File: src/rtl/control_unit.sv
// rtl/control_unit.sv - multi-cycle instruction sequencer for the Spartan CPU core
module control_unit (
    input  logic        clk,
    input  logic        rst_n,
    input  logic [15:0] i_bus,
    input  logic [2:0]  flags,
    input  logic        mem_ready,
    output logic        pc_increment,
    output logic        pc_load,
    output logic        memory_read,
    output logic        memory_write,
    output logic        cmp_load,
    output logic        cmp_compare,
    output logic        lu_passthrough,
    output logic        lu_add,
    output logic        lu_sub,
    output logic        lu_shr,
    output logic        lu_shl,
    output logic        lu_band,
    output logic        lu_bor,
    output logic        lu_bxor,
    output logic        lu_bnegate,
    output logic        reg1_read,
    output logic        reg2_read,
    output logic        reg3_write,
    output logic [3:0]  reg1_addr,
    output logic [3:0]  reg2_addr,
    output logic [3:0]  reg3_addr,
    output logic        halted
);

    typedef enum logic [2:0] {
        S_FETCH,
        S_DECODE,
        S_EXEC,
        S_MEM,
        S_CMP1,
        S_CMP2,
        S_HALT
    } state_t;

    // Strobes that are fixed for the whole duration of a state; they are
    // loaded on the edge that enters the state so they come straight from flops.
    typedef struct packed {
        logic       reg1_read;
        logic       reg2_read;
        logic       alu_write;
        logic       memory_read;
        logic       memory_write;
        logic       cmp_load;
        logic       cmp_compare;
        logic       halted;
        logic [8:0] lu;          // [0] passthrough .. [8] bnegate, one-hot or zero
    } ctl_t;

    localparam logic [3:0] OP_NOP   = 4'h0;
    localparam logic [3:0] OP_LOAD  = 4'hA;
    localparam logic [3:0] OP_STORE = 4'hB;
    localparam logic [3:0] OP_CMP   = 4'hC;
    localparam logic [3:0] OP_JMP   = 4'hD;
    localparam logic [3:0] OP_BR    = 4'hE;
    localparam logic [3:0] OP_HALT  = 4'hF;

    state_t      state;
    logic [15:0] ir;
    ctl_t        ctl;
    logic [3:0]  op;
    logic        br_take;
    logic        jump_taken;
    logic        mem_done;

    assign op = ir[15:12];

    // Sequencer: instruction latch, state transitions and held strobes for the next state
    always_ff @(posedge clk or negedge rst_n) begin
        if (!rst_n) begin
            state <= S_FETCH;
            ir    <= '0;
            ctl   <= '0;
        end else begin
            ctl <= '0;
            case (state)
                S_FETCH: begin
                    ir    <= i_bus;
                    state <= S_DECODE;
                end
                S_DECODE: begin
                    case (op)
                        OP_HALT: begin
                            state       <= S_HALT;
                            ctl.halted  <= 1'b1;
                        end
                        OP_LOAD: begin
                            state           <= S_MEM;
                            ctl.reg2_read   <= 1'b1;
                            ctl.memory_read <= 1'b1;
                        end
                        OP_STORE: begin
                            state            <= S_MEM;
                            ctl.reg1_read    <= 1'b1;
                            ctl.reg2_read    <= 1'b1;
                            ctl.lu[0]        <= 1'b1;
                            ctl.memory_write <= 1'b1;
                        end
                        OP_CMP: begin
                            state         <= S_CMP1;
                            ctl.reg1_read <= 1'b1;
                            ctl.reg2_read <= 1'b1;
                            ctl.cmp_load  <= 1'b1;
                        end
                        OP_JMP, OP_BR: begin
                            state         <= S_EXEC;
                            ctl.reg1_read <= 1'b1;
                            ctl.lu[0]     <= 1'b1;
                        end
                        default: begin
                            state         <= S_EXEC;
                            ctl.reg1_read <= 1'b1;
                            ctl.reg2_read <= 1'b1;
                            if (op != OP_NOP) begin
                                ctl.lu        <= 9'b1 << (op - 4'd1);
                                ctl.alu_write <= 1'b1;
                            end
                        end
                    endcase
                end
                S_MEM: begin
                    // Hold the access until the memory completes it
                    if (mem_ready) begin
                        state <= S_FETCH;
                    end else begin
                        ctl <= ctl;
                    end
                end
                S_CMP1: begin
                    state           <= S_CMP2;
                    ctl.cmp_compare <= 1'b1;
                end
                S_HALT: begin
                    ctl <= ctl;
                end
                default: begin
                    state <= S_FETCH;
                end
            endcase
        end
    end

    // Branch condition from IR rd[1:0]: 0 EQ, 1 LT, 2 GT, 3 always
    always_comb begin
        case (ir[9:8])
            2'd0:    br_take = flags[0];
            2'd1:    br_take = flags[1];
            2'd2:    br_take = flags[2];
            default: br_take = 1'b1;
        endcase
    end

    // Single-cycle PC and write-back strobes, qualified by flags / mem_ready in the retiring cycle
    always_comb begin
        jump_taken   = (state == S_EXEC) && ((op == OP_JMP) || ((op == OP_BR) && br_take));
        mem_done     = (state == S_MEM) && mem_ready;
        pc_load      = jump_taken;
        pc_increment = ((state == S_EXEC) && !jump_taken) || mem_done || (state == S_CMP2);
        reg3_write   = ctl.alu_write || (mem_done && (op == OP_LOAD));
    end

    assign memory_read    = ctl.memory_read;
    assign memory_write   = ctl.memory_write;
    assign cmp_load       = ctl.cmp_load;
    assign cmp_compare    = ctl.cmp_compare;
    assign lu_passthrough = ctl.lu[0];
    assign lu_add         = ctl.lu[1];
    assign lu_sub         = ctl.lu[2];
    assign lu_shr         = ctl.lu[3];
    assign lu_shl         = ctl.lu[4];
    assign lu_band        = ctl.lu[5];
    assign lu_bor         = ctl.lu[6];
    assign lu_bxor        = ctl.lu[7];
    assign lu_bnegate     = ctl.lu[8];
    assign reg1_read      = ctl.reg1_read;
    assign reg2_read      = ctl.reg2_read;
    assign halted         = ctl.halted;
    assign reg1_addr      = ir[7:4];
    assign reg2_addr      = ir[3:0];
    assign reg3_addr      = ir[11:8];

endmodule

File: config.mk
export PLATFORM = sky130hd
export DESIGN_NAME = control_unit
export DESIGN_NICKNAME = d
export VERILOG_FILES = /design/src/rtl/control_unit.sv
export SDC_FILE = /design/constraint.sdc
export NUM_CORES = 1
export LEC_CHECK = 0
export CAP_MARGIN = 30
export CORE_MARGIN = 2
export CORE_UTILIZATION = 46
export CTS_CLUSTER_SIZE = 12
export DETAILED_ROUTE_END_ITERATION = 7
export PLACE_DENSITY = 0.87
export RECOVER_POWER = 50
export SLEW_MARGIN = 0
export SYNTH_ARGS = -nofsm -noshare
export SYNTH_HDL_FRONTEND = slang
export SYNTH_SLANG_ARGS = --single-unit
File: constraint.sdc
create_clock -name clk -period 1.8 [get_ports clk]
set_input_delay 0.27 -clock clk [delete_from_list [all_inputs] [get_ports clk]]
set_output_delay 0.27 -clock clk [all_outputs]
set_load 0.01 [all_outputs]
==> impl_results.md <==
- Most frequent cells in the layout: 37 x clkdlybuf4s50_1, 36 x dfrtp_1, 16 x buf_4, 14 x mux2_2, 12 x dlygate4sd3_1
- Post-placement setup slack: -457 ps
- CP startpoint: ir[8]$_DFFE_PN0P_
- Failing checks: negative setup slack
- Fillers: 249
- WP data arrival: 1580 ps
- Nets: 222
- Top-area cell type share of the netlist area: 51.7%
- Grt total ovfl: 0
- Biggest regs: ir x16, state x3
- Cell accounting for the most synthesized area: dfrtp_1
- Worst Setup Start Kind: flip-flop
- Initial Util: 47.6%
- Setup_tns: -54.4 ps
- CTS tree: built
- Worst min path class: reg -> reg
- Pwr dens: 1720 nW/um^2
- Clock power frac: 16.3%
- Crit-path max FO: 3
- Root buffer cell: clkbuf_8
- Biggest register: ir
- Total die area: 4300 um^2
- Synth Register Bits: 36
- Largest net degree at the start of global routing: 37
- Deepest clock path buffer count: 2
- Input/output buffers: 52
- P_int: 0.00274 W
- Routability cong.: 0.798
- Req. time, crit path: 1530 ps
- Slew of the pin with the lowest slew margin: 874 ps
- Met1 Track Usage GR: 23.4%
- Setup ws final: -54.4 ps
- Vias in the first global route: 1,369
- Synth cell types: 40
- Avg Inst Size Synth: 12.4 um^2
- Final Slew Violations: 0
- Die H: 65.6 um
- Skew final: 8.70 ps
- Routed WL: 4.12 mm
- Reg2reg start: state[2]$_DFFE_PN0P_
- Num rows: 22
- Placed cell area: 2330 um^2
- RSZ-0062 raised after global routing: true
- ANT nets after route: 0
- Area growth syn-to-layout: 40.6%
- Initial antenna violation count: 0
- ANT cells: 0
- Achievable Freq: 539 MHz
- Routed len/inst: 16.5 um
- Synthesized instance count: 140
- Total chip power: 0.00421 W
- Share of cells above drive strength 1: 27.9%
- Hold path startpoint: ir[11]$_DFFE_PN0P_
- Global Route met3 Usage: 5.82%
- Num CTS Buffers: 5
- I/O pins: 53
- Leakage power: 1.08 nW
- Max-cap check violation count: 0
- Crit Path Category: reg -> out
- Final hold violation count: 0
- Die W: 65.6 um
- Clock latency on the worst-skew pair: 290 ps
- Flop pwr share: 30.6%
- Commonest non-fill, non-tap cell in the layout: clkdlybuf4s50_1
- Fin crit period: 1850 ps
- Global routing met2 resource utilization: 37.6%
- Initial drt markers: 79
- Sw Pwr: 0.00148 W
- Post-Syn Nets: 162
- R2R Setup Slk: 70 ps
- Reg clk slew, reported paths: 70 ps
- Design area: 2450 um^2
- CTS Sinks: 36
- Busiest layer in global routing: met2
- CP endpoint kind: output port
- Slew HR: 41.7%
- Residual DRC count: 0
- H-tree depth: 2
- Final HPWL DP: 3.11 mm
- Run status: finished, violations left
- Final setup violation count: 1
- Vias per cell: 5.40
- Sw frac: 35.0%
- CTS Hold Bufs: 0
- Combinational power share: 53.1%
- Cell Area, Synth: 1740 um^2
- Period Utilization, post-route: 103%
- Sequential fraction of the synthesis area: 51.7%
- Total GRT Usage: 21.1%
- Core area: 3660 um^2
- Peak VDD IR: 1.05 mV
- Top cells by area, synth: dfrtp_1 52%, mux2_2 9.0%, buf_4 5.2%, a22o_1 4.5%, buf_6 1.9%
- Via count: 1,344
- Yosys warnings: 0
- First-pass GRT wire length: 6.61 mm
- Largest register FFs: 16
- 1st-pass router iterations: 4
## cell usage after synthesis, drive strengths merged
library cell and count:
nand4b 1, and2 1, nand2 7, xnor2 2, mux2 15, mux2i 2, nand2b 2, a31oi 1
a22o 9, a21oi 1, or2 1, o31ai 1, nor2 6, or3b 2, a2111o 1, a41o 1
nor3b 4, o21ai 3, nor3 2, or4b 1, o2bb2ai 4, a21boi 1, dfrtp 36, a311o 1
nor2b 3, buf 20, clkbuf 1, and4bb 1, nand3 3, inv 2, a32o 4, o211ai 1
## power by group through the flow
stage	sequential, W	clock [W]	combinational, W
4_1_cts	0.00129	0.000705	0.00228
3_3_place_gp	0.00126	0	0.00212
6_report	0.00129	0.000686	0.00224
3_5_place_dp	0.00130	0	0.00222
5_1_grt	0.00132	0.000737	0.00239
2_1_floorplan	0.00127	0	0.00143
## cells by family after synthesis
group	synth area share, %
AND/OR/NAND/NOR	12.8
multiplexers	10.8
XOR/XNOR	1.01
flip-flops	51.7
buffers and inverters	9.19
AO/OA/AOI/OAI	14.5
## cell type report
| type | instances | area (um^2) | area share [%] |
|---|---|---|---|
| Clock buffer | 6 | 72.6 | 2.96 |
| Sequential cell | 36 | 901 | 36.8 |
| Clock inverter | 2 | 35.0 | 1.43 |
| Multi-Input combinational cell | 81 | 688 | 28.1 |
| Tap cell | 48 | 60.1 | 2.45 |
| Timing Repair Buffer | 74 | 687 | 28.0 |
| Inverter | 2 | 7.51 | 0.306 |
## final timing paths
kind                                      end  cells past startpoint
max                              pc_increment                      4
min in group asynchronous  ir[11]$_DFFE_PN0P_                      2
max in group asynchronous  lu_bor$_DFFE_PN0P_                      2
max reg2reg                 ir[6]$_DFFE_PN0P_                      4
min reg2reg                ir[11]$_DFFE_PN0P_                      1
min                        ir[11]$_DFFE_PN0P_                      1
## worst max-delay path, stage by stage (launching register included)
cell and delay, ps:
dfrtp_1 410, mux2i_1 130, a2111o_1 390, a32o_1 240
buf_2 140
## layer usage
layer | wire length [um] | up-vias
met5 | 0 | -
met4 | 93 | 0
met3 | 161 | 7
met2 | 2270 | 37
met1 | 1590 | 684
li1 | - | 616
## stage by stage
| stage | hold WS [ps] | instances | utilization [%] |
|---|---|---|---|
| after global placement | 470 | 239 | 63.7 |
| after floorplan | -25.6 | 140 | - |
| after detailed placement | 481 | 239 | 63.7 |
| after CTS | 402 | 249 | 67.4 |
| after global routing | 512 | 249 | 67.0 |
| final | 493 | 249 | 67.0 |
## timing repair
action	CTS	global route
endpoints found under the hold margin	0	0
pin swaps	2	3
gates resized for setup	13	4
setup endpoints to repair	3	3
setup buffers	2	0
Note: power is estimated with default switching activity, not from simulation.
